## src/rtl/axi_lite_pkg.sv

```systemverilog
// Shared AXI4-Lite definitions: response codes, FSM state encodings, write-beat type
// and the byte-strobe merge helper used by the register file.
package axi_lite_pkg;

   localparam logic [1:0] RESP_OKAY   = 2'b00;
   localparam logic [1:0] RESP_SLVERR = 2'b10;

   localparam logic [2:0] W_RST  = 3'd0;
   localparam logic [2:0] W_IDLE = 3'd1;
   localparam logic [2:0] W_ADDR = 3'd2;
   localparam logic [2:0] W_DATA = 3'd3;
   localparam logic [2:0] W_RESP = 3'd4;

   localparam logic [1:0] R_RST  = 2'd0;
   localparam logic [1:0] R_IDLE = 2'd1;
   localparam logic [1:0] R_DATA = 2'd2;

   typedef struct packed {
      logic [31:0] data;
      logic [3:0]  strb;
   } wbeat_t;

   function automatic logic [31:0] strb_merge(input logic [31:0] old_val,
                                              input logic [31:0] new_val,
                                              input logic [3:0]  strb);
      logic [31:0] r;
      for (int b = 0; b < 4; b++)
         r[8*b +: 8] = strb[b] ? new_val[8*b +: 8] : old_val[8*b +: 8];
      return r;
   endfunction

endpackage

```

## src/rtl/axi_lite_slave_regs_if.sv

```systemverilog
// AXI4-Lite bus bundle for the register slave; master drives requests, slave answers.
interface axi_lite_slave_regs_if #(parameter int ADDR_W = 32);

   logic [ADDR_W-1:0] S_AXI_AWADDR;
   logic [2:0]        S_AXI_AWPROT;
   logic              S_AXI_AWVALID;
   logic              S_AXI_AWREADY;
   logic [31:0]       S_AXI_WDATA;
   logic [3:0]        S_AXI_WSTRB;
   logic              S_AXI_WVALID;
   logic              S_AXI_WREADY;
   logic [1:0]        S_AXI_BRESP;
   logic              S_AXI_BVALID;
   logic              S_AXI_BREADY;
   logic [ADDR_W-1:0] S_AXI_ARADDR;
   logic [2:0]        S_AXI_ARPROT;
   logic              S_AXI_ARVALID;
   logic              S_AXI_ARREADY;
   logic [31:0]       S_AXI_RDATA;
   logic [1:0]        S_AXI_RRESP;
   logic              S_AXI_RVALID;
   logic              S_AXI_RREADY;

   modport master (
      output S_AXI_AWADDR, S_AXI_AWPROT, S_AXI_AWVALID,
      output S_AXI_WDATA, S_AXI_WSTRB, S_AXI_WVALID,
      output S_AXI_BREADY,
      output S_AXI_ARADDR, S_AXI_ARPROT, S_AXI_ARVALID,
      output S_AXI_RREADY,
      input  S_AXI_AWREADY, S_AXI_WREADY, S_AXI_BRESP, S_AXI_BVALID,
      input  S_AXI_ARREADY, S_AXI_RDATA, S_AXI_RRESP, S_AXI_RVALID
   );

   modport slave (
      input  S_AXI_AWADDR, S_AXI_AWPROT, S_AXI_AWVALID,
      input  S_AXI_WDATA, S_AXI_WSTRB, S_AXI_WVALID,
      input  S_AXI_BREADY,
      input  S_AXI_ARADDR, S_AXI_ARPROT, S_AXI_ARVALID,
      input  S_AXI_RREADY,
      output S_AXI_AWREADY, S_AXI_WREADY, S_AXI_BRESP, S_AXI_BVALID,
      output S_AXI_ARREADY, S_AXI_RDATA, S_AXI_RRESP, S_AXI_RVALID
   );

endinterface

```

## src/rtl/axi_lite_slave_regfile.sv

```systemverilog
// Byte-strobed 32-bit register array with a combinational read port; reads see the
// value before any write landing on the same edge.
module axi_lite_slave_regfile
   import axi_lite_pkg::*;
#(
   parameter int NUM_REGS = 4,
   parameter int IDX_W    = $clog2(NUM_REGS)
) (
   input  logic             ACLK,
   input  logic             ARESETn,
   input  logic             we,
   input  logic [IDX_W-1:0] widx,
   input  wbeat_t           wbeat,
   input  logic [IDX_W-1:0] ridx,
   output logic [31:0]      rdata
);

   logic [31:0] regs [NUM_REGS];

   always_ff @(posedge ACLK or negedge ARESETn) begin
      if (!ARESETn) begin
         for (int i = 0; i < NUM_REGS; i++) regs[i] <= '0;
      end else if (we) begin
         for (int i = 0; i < NUM_REGS; i++)
            if (widx == IDX_W'(i)) regs[i] <= strb_merge(regs[i], wbeat.data, wbeat.strb);
      end
   end

   assign rdata = regs[ridx];

endmodule

```

## src/rtl/axi_lite_slave_regs.sv

```systemverilog
// AXI4-Lite slave exposing NUM_REGS 32-bit registers with independent AW/W acceptance.
// Define AXIL_SLV_DECERR_EN to answer out-of-range accesses with SLVERR instead of OKAY.
module axi_lite_slave_regs
   import axi_lite_pkg::*;
#(
   parameter int NUM_REGS = 4,
   parameter int ADDR_W   = 32
) (
   input  logic                  ACLK,
   input  logic                  ARESETn,
   axi_lite_slave_regs_if.slave  s_axi
);

   localparam int IDX_W = $clog2(NUM_REGS);

`ifdef AXIL_SLV_DECERR_EN
   localparam logic [1:0] OOR_RESP = RESP_SLVERR;
`else
   localparam logic [1:0] OOR_RESP = RESP_OKAY;
`endif

   logic [2:0]        w_state;
   logic [1:0]        r_state;
   logic [ADDR_W-1:0] aw_addr_q;
   wbeat_t            w_beat_q;
   logic [1:0]        bresp_q;
   logic [31:0]       rdata_q;
   logic [1:0]        rresp_q;

   logic              aw_hs, w_hs, commit;
   logic [ADDR_W-1:0] wr_addr;
   wbeat_t            wr_beat;
   logic              wr_in_range, ar_in_range;
   logic [31:0]       rf_rdata;

   // Handshake readiness is a pure function of state.
   assign s_axi.S_AXI_AWREADY = (w_state == W_IDLE) || (w_state == W_DATA);
   assign s_axi.S_AXI_WREADY  = (w_state == W_IDLE) || (w_state == W_ADDR);
   assign s_axi.S_AXI_BVALID  = (w_state == W_RESP);
   assign s_axi.S_AXI_BRESP   = bresp_q;
   assign s_axi.S_AXI_ARREADY = (r_state == R_IDLE);
   assign s_axi.S_AXI_RVALID  = (r_state == R_DATA);
   assign s_axi.S_AXI_RDATA   = rdata_q;
   assign s_axi.S_AXI_RRESP   = rresp_q;

   assign aw_hs = s_axi.S_AXI_AWVALID && s_axi.S_AXI_AWREADY;
   assign w_hs  = s_axi.S_AXI_WVALID  && s_axi.S_AXI_WREADY;

   // Whichever half arrived earlier comes from its holding register.
   always_comb begin
      wr_addr = (w_state == W_ADDR) ? aw_addr_q : s_axi.S_AXI_AWADDR;
      wr_beat = (w_state == W_DATA) ? w_beat_q
                                    : wbeat_t'{data: s_axi.S_AXI_WDATA, strb: s_axi.S_AXI_WSTRB};
   end

   assign commit = ((w_state == W_IDLE) && aw_hs && w_hs) ||
                   ((w_state == W_ADDR) && w_hs) ||
                   ((w_state == W_DATA) && aw_hs);

   assign wr_in_range = (wr_addr >> (2 + IDX_W)) == '0;
   assign ar_in_range = (s_axi.S_AXI_ARADDR >> (2 + IDX_W)) == '0;

   always_ff @(posedge ACLK or negedge ARESETn) begin
      if (!ARESETn) begin
         w_state   <= W_RST;
         aw_addr_q <= '0;
         w_beat_q  <= '0;
         bresp_q   <= RESP_OKAY;
      end else begin
         if (commit) bresp_q <= wr_in_range ? RESP_OKAY : OOR_RESP;
         case (w_state)
            W_RST:  w_state <= W_IDLE;
            W_IDLE: begin
               if (aw_hs && w_hs) begin
                  w_state <= W_RESP;
               end else if (aw_hs) begin
                  aw_addr_q <= s_axi.S_AXI_AWADDR;
                  w_state   <= W_ADDR;
               end else if (w_hs) begin
                  w_beat_q <= wr_beat;
                  w_state  <= W_DATA;
               end
            end
            W_ADDR: if (w_hs)  w_state <= W_RESP;
            W_DATA: if (aw_hs) w_state <= W_RESP;
            W_RESP: if (s_axi.S_AXI_BREADY) w_state <= W_IDLE;
            default: w_state <= W_RST;
         endcase
      end
   end

   always_ff @(posedge ACLK or negedge ARESETn) begin
      if (!ARESETn) begin
         r_state <= R_RST;
         rdata_q <= '0;
         rresp_q <= RESP_OKAY;
      end else begin
         case (r_state)
            R_RST:  r_state <= R_IDLE;
            R_IDLE: if (s_axi.S_AXI_ARVALID) begin
               rdata_q <= ar_in_range ? rf_rdata : '0;
               rresp_q <= ar_in_range ? RESP_OKAY : OOR_RESP;
               r_state <= R_DATA;
            end
            R_DATA: if (s_axi.S_AXI_RREADY) r_state <= R_IDLE;
            default: r_state <= R_RST;
         endcase
      end
   end

   axi_lite_slave_regfile #(.NUM_REGS(NUM_REGS), .IDX_W(IDX_W)) u_regfile (
      .ACLK    (ACLK),
      .ARESETn (ARESETn),
      .we      (commit && wr_in_range),
      .widx    (wr_addr[2 +: IDX_W]),
      .wbeat   (wr_beat),
      .ridx    (s_axi.S_AXI_ARADDR[2 +: IDX_W]),
      .rdata   (rf_rdata)
   );

   // Protection bits and sub-word address bits carry no meaning here.
   logic unused_sig;
   assign unused_sig = ^{s_axi.S_AXI_AWPROT, s_axi.S_AXI_ARPROT,
                         wr_addr[1:0], s_axi.S_AXI_ARADDR[1:0]};

endmodule

```

## src/flat_wrapper.sv

```systemverilog
// flat-port wrapper written by rule: the top's interface ports become plain ports
module axi_lite_slave_regs_flat import axi_lite_pkg::*;
#(
   parameter int NUM_REGS = 4,
   parameter int ADDR_W   = 32
)
  (ACLK, ARESETn, s_axi_S_AXI_AWADDR, s_axi_S_AXI_AWPROT, s_axi_S_AXI_AWVALID, s_axi_S_AXI_WDATA, s_axi_S_AXI_WSTRB, s_axi_S_AXI_WVALID, s_axi_S_AXI_BREADY, s_axi_S_AXI_ARADDR, s_axi_S_AXI_ARPROT, s_axi_S_AXI_ARVALID, s_axi_S_AXI_RREADY, s_axi_S_AXI_AWREADY, s_axi_S_AXI_WREADY, s_axi_S_AXI_BRESP, s_axi_S_AXI_BVALID, s_axi_S_AXI_ARREADY, s_axi_S_AXI_RDATA, s_axi_S_AXI_RRESP, s_axi_S_AXI_RVALID);
  axi_lite_slave_regs_if #(.ADDR_W(ADDR_W)) s_axi_i ();
  input  logic ACLK;
  input  logic ARESETn;
  input wire logic [$bits(s_axi_i.S_AXI_AWADDR)-1:0] s_axi_S_AXI_AWADDR;
  input wire logic [$bits(s_axi_i.S_AXI_AWPROT)-1:0] s_axi_S_AXI_AWPROT;
  input wire logic [$bits(s_axi_i.S_AXI_AWVALID)-1:0] s_axi_S_AXI_AWVALID;
  input wire logic [$bits(s_axi_i.S_AXI_WDATA)-1:0] s_axi_S_AXI_WDATA;
  input wire logic [$bits(s_axi_i.S_AXI_WSTRB)-1:0] s_axi_S_AXI_WSTRB;
  input wire logic [$bits(s_axi_i.S_AXI_WVALID)-1:0] s_axi_S_AXI_WVALID;
  input wire logic [$bits(s_axi_i.S_AXI_BREADY)-1:0] s_axi_S_AXI_BREADY;
  input wire logic [$bits(s_axi_i.S_AXI_ARADDR)-1:0] s_axi_S_AXI_ARADDR;
  input wire logic [$bits(s_axi_i.S_AXI_ARPROT)-1:0] s_axi_S_AXI_ARPROT;
  input wire logic [$bits(s_axi_i.S_AXI_ARVALID)-1:0] s_axi_S_AXI_ARVALID;
  input wire logic [$bits(s_axi_i.S_AXI_RREADY)-1:0] s_axi_S_AXI_RREADY;
  output wire logic [$bits(s_axi_i.S_AXI_AWREADY)-1:0] s_axi_S_AXI_AWREADY;
  output wire logic [$bits(s_axi_i.S_AXI_WREADY)-1:0] s_axi_S_AXI_WREADY;
  output wire logic [$bits(s_axi_i.S_AXI_BRESP)-1:0] s_axi_S_AXI_BRESP;
  output wire logic [$bits(s_axi_i.S_AXI_BVALID)-1:0] s_axi_S_AXI_BVALID;
  output wire logic [$bits(s_axi_i.S_AXI_ARREADY)-1:0] s_axi_S_AXI_ARREADY;
  output wire logic [$bits(s_axi_i.S_AXI_RDATA)-1:0] s_axi_S_AXI_RDATA;
  output wire logic [$bits(s_axi_i.S_AXI_RRESP)-1:0] s_axi_S_AXI_RRESP;
  output wire logic [$bits(s_axi_i.S_AXI_RVALID)-1:0] s_axi_S_AXI_RVALID;
  assign s_axi_i.S_AXI_AWADDR = s_axi_S_AXI_AWADDR;
  assign s_axi_i.S_AXI_AWPROT = s_axi_S_AXI_AWPROT;
  assign s_axi_i.S_AXI_AWVALID = s_axi_S_AXI_AWVALID;
  assign s_axi_i.S_AXI_WDATA = s_axi_S_AXI_WDATA;
  assign s_axi_i.S_AXI_WSTRB = s_axi_S_AXI_WSTRB;
  assign s_axi_i.S_AXI_WVALID = s_axi_S_AXI_WVALID;
  assign s_axi_i.S_AXI_BREADY = s_axi_S_AXI_BREADY;
  assign s_axi_i.S_AXI_ARADDR = s_axi_S_AXI_ARADDR;
  assign s_axi_i.S_AXI_ARPROT = s_axi_S_AXI_ARPROT;
  assign s_axi_i.S_AXI_ARVALID = s_axi_S_AXI_ARVALID;
  assign s_axi_i.S_AXI_RREADY = s_axi_S_AXI_RREADY;
  assign s_axi_S_AXI_AWREADY = s_axi_i.S_AXI_AWREADY;
  assign s_axi_S_AXI_WREADY = s_axi_i.S_AXI_WREADY;
  assign s_axi_S_AXI_BRESP = s_axi_i.S_AXI_BRESP;
  assign s_axi_S_AXI_BVALID = s_axi_i.S_AXI_BVALID;
  assign s_axi_S_AXI_ARREADY = s_axi_i.S_AXI_ARREADY;
  assign s_axi_S_AXI_RDATA = s_axi_i.S_AXI_RDATA;
  assign s_axi_S_AXI_RRESP = s_axi_i.S_AXI_RRESP;
  assign s_axi_S_AXI_RVALID = s_axi_i.S_AXI_RVALID;
  axi_lite_slave_regs #(.NUM_REGS(NUM_REGS), .ADDR_W(ADDR_W)) u_core (.ACLK(ACLK), .ARESETn(ARESETn), .s_axi(s_axi_i));
endmodule
```

## config.mk

```make
export PLATFORM = sky130hd
export DESIGN_NAME = axi_lite_slave_regs_flat
export DESIGN_NICKNAME = d
export VERILOG_FILES = /design/src/rtl/axi_lite_pkg.sv /design/src/rtl/axi_lite_slave_regs_if.sv /design/src/rtl/axi_lite_slave_regfile.sv /design/src/rtl/axi_lite_slave_regs.sv /design/src/flat_wrapper.sv
export SDC_FILE = /design/constraint.sdc
export NUM_CORES = 1
export LEC_CHECK = 0
export ABC_AREA = 1
export ABC_CLOCK_PERIOD_IN_PS = 1900
export CORE_MARGIN = 3
export CORE_UTILIZATION = 51
export DETAILED_ROUTE_END_ITERATION = 6
export PLACE_DENSITY = 0.89
export SLEW_MARGIN = 20
export SYNTH_ARGS = -nofsm -noshare
export SYNTH_HDL_FRONTEND = slang
export SYNTH_HIERARCHICAL = 1
export SYNTH_SLANG_ARGS = --single-unit
export TNS_END_PERCENT = 10
```

## constraint.sdc

```tcl
create_clock -name ACLK -period 1.9 [get_ports ACLK]
set_input_delay 0.57 -clock ACLK [delete_from_list [all_inputs] [get_ports ACLK]]
set_output_delay 0.57 -clock ACLK [all_outputs]
set_load 0.05 [all_outputs]
```

==> results of run 1 <==
## state kept, by name, indices dropped and copies added (netlist names)
signal / cells
u_core/w_beat_q: 36
u_core/w_state: 3
u_core/aw_addr_q: 30
u_core/s_axi.S_AXI_RDATA: 32
u_core/r_state: 2
u_core/u_regfile/regs: 128
## repair_timing
action / CTS / global route
hold endpoints to repair: 33 / 0
hold buffers: 1 / 0
pin swaps: 10 / 9
endpoints found under the setup margin: 124 / 137
cloned: 1 / 0
gates resized for setup: 52 / 22
setup buffers: 6 / 3
## synth_stat cells
master	n	area, um^2
o21ai_0	72	360
nor3_1	2	10.0
nand3_1	102	510
buf_1	3	11.3
buf_2	28	140
inv_1	177	664
nand2_1	646	2420
nor2_4	10	113
o21ai_2	10	87.6
buf_4	15	113
nand4_1	39	244
dfrtp_1	231	5780
nand2_2	14	87.6
nor2_8	4	80.1
o211ai_1	2	15.0
nand3_2	4	40.0
nand4_2	2	25.0
o22ai_1	1	6.26
nor2_1	147	552
buf_6	7	78.8
clkbuf_2	3	15.0
conb_1	1	3.75
inv_2	3	11.3
o21ai_1	28	140
clkbuf_1	23	86.3
or2_2	34	213
nand3_4	1	17.5
o21bai_1	1	7.51
nand2_4	2	22.5
inv_4	1	6.26
## final timing paths
path,slack [ns],end,depth (start not counted),from
max in group asynchronous,0.75,u_core/aw_addr_q[26],3,ARESETn
worst max register to register,-0.14,u_core/u_regfile/regs[47],14,u_core/w_state[1]
worst max-delay path,-0.20,s_axi_S_AXI_WREADY,5,u_core/w_state[1]
worst min register to register,0.46,u_core/u_regfile/regs[125],2,u_core/u_regfile/regs[125]
worst min-delay path,0.46,u_core/u_regfile/regs[125],2,u_core/u_regfile/regs[125]
min in group asynchronous,0.54,u_core/w_beat_q[15],2,ARESETn
## tightest hold or removal path, stage by stage, from the launching register on
cell	delay (ns)
dfrtp_1	0.34
nand2_1	0.05
nand2_1	0.04
## where the power goes
group	internal (mW)	switching, mW
combinational	1.79	2.84
clock	2.60	1.90
sequential	5.67	0.326
total	10.1	5.07
## layout make-up
type                    instances  share of cell area [%]
inverters                     181                    4.56
clock buffers                  32                    4.37
repair buffers                228                    15.5
flip-flops and latches        231                    38.1
multi-input cells            1125                    34.2
well taps                     313                    2.58
clock inverters                10                   0.619
## per-layer routing
layer | global-route usage, % | vias up
met2 | 41.2 | 553
met5 | 0 | -
li1 | - | 5320
met1 | 30.8 | 5148
met4 | 8.23 | 0
met3 | 4.92 | 100
## metrics by stage
stage	TNS, ns	total power, mW	instance area (um^2)
after floorplan	-2.32	8.61	11900
after global placement	-66.57	10.1	14000
after detailed placement	-73.94	10.3	14000
after CTS	-7.86	15.1	15100
after global routing	-20.29	16.0	15200
final	-6.66	15.1	15200
## kinds of logic after synthesis
| family | synth area share (%) |
|---|---|
| flops | 48.7 |
| simple gates | 36.6 |
| buf+inv | 9.49 |
| compound gates | 5.20 |
| other cells | 0.0316 |
## cell usage in the layout, fill, tap and decap left out, types with 28 or more instances in the layout
cell	Yosys	routed
nand2_1	646	635
dfrtp_1	231	231
inv_1	177	170
nor2_1	147	142
clkdlybuf4s50_1	0	100
nand3_1	102	99
buf_4	15	85
o21ai_0	72	66
nand4_1	39	39
or2_2	34	34
o21ai_1	28	28
==> results.toml, run 1 <==
[placed_design]
dp.cells = 2068
portBuffers = 139
gp_congestion = 0.877
detailed_place_hpwl_mm = 20.7
pre_cts_slack_ns = -0.595

[pwr]
ir_drop_v = 0.00109
p_per_area_nw_per_um2 = 998
power.leakage_nw = 8.15

[routing]
ant_nets = 0
m1WireLength_mm = 12.1
drt-pass1-iter-count = 6
route.vias.total = 11100
drc = 0
met2_length_mm = 14.9
highest_layer = "met4"
wirelength_mm = 31.0
wire_per_inst_um = 14.6
wl_met3_mm = 3.01
drt_iter0_drc = 1109
via_per_inst = 5.25

[worst_setup_path]
cp-start-kind = "flip-flop"
required_ns = 1.33
crit_fanout = 5
cp.arrival_ns = 1.53
crit_path_end_kind = "primary output"
crit_path_cell_trace = "buf_6 -> nand3_4 -> buf_6 -> o21ai_4 -> buf_12"
critPathTopFamily = "buffers and inverters"
critPathMaxStageDelay_ns = 0.41
path_common_cell = "buf_6"
worstSetupPathType = "flip-flop to primary output"
cp_slowest_cell = "dfrtp_1"
cp_num_buf_inv = 3

[run_status]
failed_checks = "setup timing"
outcome = "finished with violations"

[finish]
diodes = 0
fill_cells = 1695
multi_input_area_um2 = 5180
finish.utilization_pct = 66.5
layout.cells.non_filler = 2120
final_nets = 1905
drive_gt1_share_pct = 15.6
seq_area_um2 = 5780
syn_to_final_growth_pct = 27.7

[synthesis]
ys_types = 30
syn_area_per_cell_um2 = 7.36
syn_area_um2 = 11900
postSynthCellCount = 1613
ys_seq_elements = 231
yosysWarningCount = 6
synth_seq_area_share_pct = 48.7

[clock_network]
clock_latency_ns = 0.51
cts.reportedPaths.clkPinSlew_ns = 0.06
clock_sinks = 231
cts-root-buf = "clkbuf_16"
h-tree-depth = 1
numCtsBuffers = 25
cts_tree = "yes"
clk_path_buf_depth = 3

[die]
dieHeight_um = 159
start_util_pct = 52.1
die-area_um2 = 25100
core_um2 = 22800
rows = 55
pin_count = 154
floorplan.die.width_um = 159

[timing]
fin_ws_ns = -0.202
rsz0062_at_grt = "true"
holdWs_ns = 0.465
hold_viol_final = 0
fin_crit_sh_pct = 111
setup_viol = 127
drv_slew = 0
final.setup_skew_ns = 0.00846
tightest_slew_ns = 0.496
min_period_ns = 2.10
slew_headroom_pct = 66.7
fmax_mhz = 476

[global_route]
first_global_vias = 10600
grt.overflow.total = 0
antenna_found_initial = 0
grt_pass1_wl_mm = 49.9
grt_usage_pct = 24.1
grt_max_degree = 57

[min_path]
hold_class = "flip-flop to flip-flop"

[run]
maxCapViolations = 0
Note: power is estimated with default switching activity, not from simulation.
==> run 2, diff against run 1 <==
Settings changed: CORE_UTILIZATION 51 to 50, PLACE_DENSITY 0.89 to 0.76, SYNTH_HIERARCHICAL 1 to not set.
==> run 2 against run 1 <==
Compared with the run above:
- the run still ends with setup timing left
- die area decreased by 0.36%
- via count down 6.5%
- final area decreased by 0.32%
- area after synthesis down 2.3%
- worst hold slack improved by 0.012 ns
- non-clock buffer count fell by 8
- fmax increased by 0.92%
- synthesized cell count fell by 10%
- flip-flop and latch count is the same
- clock-buffer cell count up 3
- routed wire length rose by 3.9%
- largest cell class unchanged
==> results.toml, run 2 <==
[run_status]
outcome = "finished with violations"
failed_checks = "setup timing"

[worst_setup_path]
crit_end = "s_axi_S_AXI_BVALID"
cp-startpoint = "u_core.w_state[1]"
crit_fanout = 3
reg2reg_setup_slack_ns = -0.16
cp-start-kind = "flip-flop"
regToRegStartpoint = "u_core.w_state[2]"
worstSetupPathType = "flip-flop to primary output"
crit_path_end_kind = "primary output"
required_ns = 1.33
cp.arrival_ns = 1.51
timing.rr.end = "u_core.u_regfile.regs[23]"
reg2reg_depth = 9

[finish]
layout.cells.non_filler = 1908
largest_reg_flops = 128
final_nets = 1717
final_common_cell = "nand2_1"
diodes = 0
fill_cells = 1794
final_cell_mix = "357 x nand2_1, 231 x dfrtp_1, 182 x inv_1, 125 x nand3_1, 125 x o21bai_1"
regMostFlops = "u_core.u_regfile.regs"
syn_to_final_growth_pct = 30.4
drive_gt1_share_pct = 14.2

[synthesis]
syn_area_per_cell_um2 = 7.99
yosysWarningCount = 0
ys_seq_elements = 231
synth_top_cell_by_area = "dfrtp_1"
synth_common_cells = "364 x nand2_1, 231 x dfrtp_1, 186 x inv_1, 137 x o21ai_0, 130 x nand3_1"
synth_xor_area_share_pct = 0
syn_area_um2 = 11600
synth_seq_area_share_pct = 49.9
synth_compound_area_share_pct = 17.9
muxShareOfSynthArea_pct = 2.33
synthFlopType = "dfrtp_1"
ys_types = 30
postSynthCellCount = 1450
synth.most_common_cell = "nand2_1"
synthSimpleGateAreaFrac_pct = 20.3
synthAdderAreaFrac_pct = 0
synth.area.top_cells = "dfrtp_1 50%, nand2_1 12%, o21bai_1 8.3%"
synth-edff-count = 0
yosysTopAreaCellShare_pct = 49.9
synth_top_family_by_area = "simple AND/OR/NAND/NOR gates"
async_flop_share_pct = 100

[timing]
fmax_mhz = 480
hold_viol_final = 0
slew_headroom_pct = 57.7
setup_viol = 115
drv_slew = 0
min_period_ns = 2.08
fin_ws_ns = -0.183
rsz0062_at_grt = "true"
final.setup_skew_ns = 0.00885
tightest_slew_ns = 0.631
fin_crit_sh_pct = 110

[global_route]
antenna_found_initial = 0
grt.overflow.total = 0
first_global_vias = 10000
grt_pass1_wl_mm = 49.9
grt_max_degree = 52
grt_usage_pct = 24.5

[clock_network]
cts.reportedPaths.clkPinSlew_ns = 0.07
cts_tree = "yes"
numCtsBuffers = 25
clk_path_buf_depth = 3
clock_sinks = 231
clock_latency_ns = 0.53
cts-root-buf = "clkbuf_16"
h-tree-depth = 1

[placed_design]
portBuffers = 139
dp.cells = 1843
gp_congestion = 0.815
detailed_place_hpwl_mm = 19.3

[run]
maxCapViolations = 0

[routing]
ant_nets = 0
wire_per_inst_um = 16.9
drt_iter0_drc = 884
drt-pass1-iter-count = 5
wirelength_mm = 32.2
via_per_inst = 5.45
drc = 0
route.vias.total = 10400

[die]
rows = 55
die-area_um2 = 25000
start_util_pct = 51.0
floorplan.die.width_um = 158
core_um2 = 22700
dieHeight_um = 158
pin_count = 154

[pwr]
p_per_area_nw_per_um2 = 1090
finalPower_mw = 16.4
ir_drop_v = 0.00105
power.leakage_nw = 7.14

[min_path]
hold_class = "flip-flop to flip-flop"
-- run 2: changes by cell type in the layout (fill, tap and decap cells not counted), sizes merged, moves of 7 or more --
| cell | change |
|---|---|
| a21oi | +65 |
| buf | -12 |
| clkbuf | +7 |
| inv | +12 |
| mux2 | +24 |
| nand2 | -297 |
| nand3 | +25 |
| nand4 | -34 |
| nor2 | -115 |
| nor4 | +7 |
| o21ai | +34 |
| o21bai | +127 |
| or2 | -33 |
-- run 2: worst min path at each step --
| stage | start | end | slack, ns | cells after the start |
|---|---|---|---|---|
| after floorplan | ARESETn | u_core.aw_addr_q[10] | 0.27 | 0 |
| after global placement | u_core.s_axi.S_AXI_RDATA[31] | u_core.s_axi.S_AXI_RDATA[31] | 0.47 | 2 |
| after detailed placement | u_core.s_axi.S_AXI_RDATA[30] | u_core.s_axi.S_AXI_RDATA[30] | 0.47 | 2 |
| after CTS | u_core.s_axi.S_AXI_RDATA[30] | u_core.s_axi.S_AXI_RDATA[30] | 0.48 | 2 |
| after global routing | u_core.s_axi.S_AXI_RDATA[10] | u_core.s_axi.S_AXI_RDATA[10] | 0.50 | 2 |
| final | u_core.s_axi.S_AXI_RDATA[28] | u_core.s_axi.S_AXI_RDATA[28] | 0.48 | 2 |
-- run 2: cells by family (layout without fill, tap and decap cells) --
logic type / count (synthesis) / in the layout
mux: 24 / 24
flops: 231 / 231
buf+inv: 288 / 458
simple gates: 561 / 561
compound gates: 345 / 345
other cells: 1 / 4
-- run 2: final cells by class --
class | instances | area [um^2] | share of cell area [%]
Multi-Input combinational cell | 934 | 4920 | 32.6
Tap cell | 285 | 357 | 2.36
Inverter | 192 | 726 | 4.80
Clock buffer | 35 | 713 | 4.72
Timing Repair Buffer | 220 | 2420 | 16.0
Sequential cell | 231 | 5780 | 38.3
Clock inverter | 11 | 188 | 1.24
-- run 2: power breakdown --
part	internal [mW]	leakage, nW	total [mW]	switching, mW
Sequential	5.67	2.43	6.01	0.339
Clock	3.30	0.445	5.33	2.03
Combinational	1.96	4.27	5.10	3.15
Total	10.9	7.14	16.4	5.52
-- run 2: through the flow --
| stage | setup slack, ns | hold slack, ns | cell area [um^2] | util (%) | setup TNS (ns) |
|---|---|---|---|---|---|
| after floorplan | -0.0210 | 0.274 | 11600 | - | -1.56 |
| after global placement | -0.455 | 0.466 | 13800 | 60.6 | -67.76 |
| after detailed placement | -0.522 | 0.467 | 13800 | 60.6 | -81.24 |
| after CTS | -0.170 | 0.483 | 14800 | 65.1 | -0.491 |
| after global routing | -0.265 | 0.497 | 15100 | 66.5 | -23.02 |
| final | -0.183 | 0.476 | 15100 | 66.5 | -8.45 |
-- run 2: repair_timing --
action	4_1_cts	5_1_grt
setup buffers	6	7
pin swaps	4	55
cloned	0	5
hold buffers	1	0
endpoints found under the setup margin	79	155
gates resized for setup	19	53
hold endpoints to repair	33	0
-- run 2: worst max-delay path: stages (launching register included) --
cell and delay, ns:
dfrtp_1 0.41, buf_6 0.14, nor3_4 0.25, buf_12 0.17
-- run 2: per-layer routing --
| metal | track usage [%] | routed length (um) | vias to the layer above |
|---|---|---|---|
| li1 | - | - | 4953 |
| met1 | 33.6 | 13600 | 4991 |
| met2 | 41.1 | 15300 | 409 |
| met3 | 3.78 | 2700 | 47 |
| met4 | 6.15 | 586 | 0 |
| met5 | 0 | 0 | - |
==> run 3, diff against run 2 <==
Settings changed: CORE_UTILIZATION 50 to 36, PLACE_DENSITY 0.76 to not set.
==> run 3 against run 2 <==
Compared with the run above:
- the flow still finishes with violations (setup timing)
- critical path depth up 3
- combinational power down 4%
- fmax down 0.22%
- sequential share of layout area up 0.067 points
- first-iteration DRC count down 14%
- final cell count up 6.3%
- clock-buffer cell count up 8
- highest routed layer unchanged
- global-route usage down 6.4 points
- clock power down 4.5%
- total power down 2.9%
==> results.toml, run 3 (synthesis results as in run 2) <==
[clock_network]
numCtsBuffers = 27
cts_tree = "yes"
cts.reportedPaths.clkPinSlew_ns = 0.06
clock_sinks = 231
clk_path_buf_depth = 3
h-tree-depth = 1
cts-root-buf = "clkbuf_16"
clock_latency_ns = 0.53

[timing]
setup_viol = 85
rsz0062_at_grt = "true"
min_period_ns = 2.09
slew_headroom_pct = 61.3
final.setup_skew_ns = 0.0215
fin_ws_ns = -0.187
drv_slew = 0
fin_setup_tns_ns = -3.81
fmax_mhz = 479
tightest_slew_ns = 0.574
holdWs_ns = 0.475
hold_viol_final = 0
fin_crit_sh_pct = 110

[worst_setup_path]
cp_slowest_cell = "dfrtp_1"
reg2reg_setup_slack_ns = -0.09
crit_path_end_kind = "primary output"
required_ns = 1.33
cp.arrival_ns = 1.52
regToRegStartpoint = "u_core.w_state[2]"
crit_path_cell_trace = "buf_6 -> nor2_4 -> buf_6 -> nand2_4 -> nand2_4 -> buf_12"
critPathTopFamily = "flip-flops"
timing.rr.end = "u_core.u_regfile.regs[20]"
reg2reg_depth = 13
critPathMaxStageDelay_ns = 0.40
cp_num_buf_inv = 3
worstSetupPathType = "flip-flop to primary output"
cp-start-kind = "flip-flop"
crit_fanout = 2

[run]
maxCapViolations = 0

[routing]
ant_nets = 0
drc = 0
wire_per_inst_um = 15.6
wirelength_mm = 31.5
drt-pass1-iter-count = 5
via_per_inst = 4.91
drt_iter0_drc = 763
route.vias.total = 9954

[global_route]
grt_max_degree = 65
grt.overflow.total = 0
antenna_found_initial = 0
grt_usage_pct = 18.1
first_global_vias = 9668
grt_pass1_wl_mm = 50.7

[pwr]
power.leakage_nw = 7.09
netSwitchingPower_mw = 5.26
ir_drop_v = 0.000828
combPwrFrac_pct = 30.7
internal_power_mw = 10.7
finalPower_mw = 16.0
seq_power_share_pct = 37.4
clkPwrFrac_pct = 31.8
switching_share_pct = 33.0
p_per_area_nw_per_um2 = 1060

[finish]
diodes = 0
finish.utilization_pct = 47.7
drive_gt1_share_pct = 13.6
syn_to_final_growth_pct = 30.1
final_nets = 1721
regMostFlops = "u_core.u_regfile.regs"
final_common_cell = "nand2_1"
largest_reg_flops = 128
final_cell_mix = "359 x nand2_1, 231 x dfrtp_1, 186 x inv_1, 128 x nand3_1, 125 x o21bai_1"
layout.cells.non_filler = 2028
design_area_um2 = 15100

[run_status]
outcome = "finished with violations"
failed_checks = "setup timing"

[min_path]
hold_class = "flip-flop to flip-flop"
holdCritStartpoint = "u_core.s_axi.S_AXI_RDATA[18]"
worstHoldEndpoint = "u_core.s_axi.S_AXI_RDATA[18]"
hold_path_depth = 2

[placed_design]
portBuffers = 139
place_area_um2 = 14000
gp_congestion = 0.784
dp.cells = 1972
pre_cts_slack_ns = -0.509
detailed_place_hpwl_mm = 20.2

[die]
dieHeight_um = 185
rows = 65
die-area_um2 = 34400
pin_count = 154
core_um2 = 31600
start_util_pct = 36.6
floorplan.die.width_um = 185
-- run 3: how the worst max path moves through the flow --
stage | startpoint | slack (ns) | cells after the start | endpoint
final | u_core.w_state[2] | -0.19 | 6 | s_axi_S_AXI_WREADY
after global routing | u_core.w_state[2] | -0.25 | 6 | s_axi_S_AXI_WREADY
after CTS | u_core.w_state[0] | -0.21 | 7 | s_axi_S_AXI_WREADY
after detailed placement | s_axi_S_AXI_AWADDR[10] | -0.51 | 11 | u_core.u_regfile.regs[40]
after global placement | s_axi_S_AXI_AWADDR[10] | -0.50 | 11 | u_core.u_regfile.regs[40]
after floorplan | u_core.w_state[0] | -0.02 | 8 | u_core.u_regfile.regs[37]
-- run 3: power groups by stage --
stage                     Clock, mW  Sequential, mW  Combinational, mW
final                          5.09            5.98               4.91
after CTS                      5.24            5.98               4.84
after floorplan                   0            6.00               2.47
after detailed placement          0            6.06               4.65
after global routing           5.45            6.06               5.37
after global placement            0            6.03               4.59
-- run 3: timing repair --
action / in CTS / in global routing
buffers inserted: 2 / 3
hold buffers: 1 / 0
pin swaps: 5 / 23
setup endpoints to repair: 72 / 153
resized for setup: 23 / 31
gates cloned: 1 / 2
hold endpoints to repair: 38 / 0
-- run 3: routing by layer --
metal | vias to the layer above | routed length, um | part of all wire, % | GRT usage [%]
met2 | 288 | 14200 | 45 | 29.2
met5 | - | 0 | 0 | 0
met3 | 38 | 2100 | 6.7 | 2.75
li1 | 4966 | - | - | -
met4 | 0 | 494 | 1.6 | 3.63
met1 | 4662 | 14700 | 47 | 26.1
-- run 3: worst min-delay path: stages, from the launching register on --
cell     delay, ns
dfrtp_1       0.34
nand2_1       0.05
nand2_1       0.05
-- run 3: cell type report --
cell class,instances,area [um^2]
clock buffer,43,796
clock inverter,4,73.8
fill,3080,16600
inverter,192,721
multi-input combinational,934,4840
sequential,231,5780
tap,402,503
timing repair buffer,222,2370
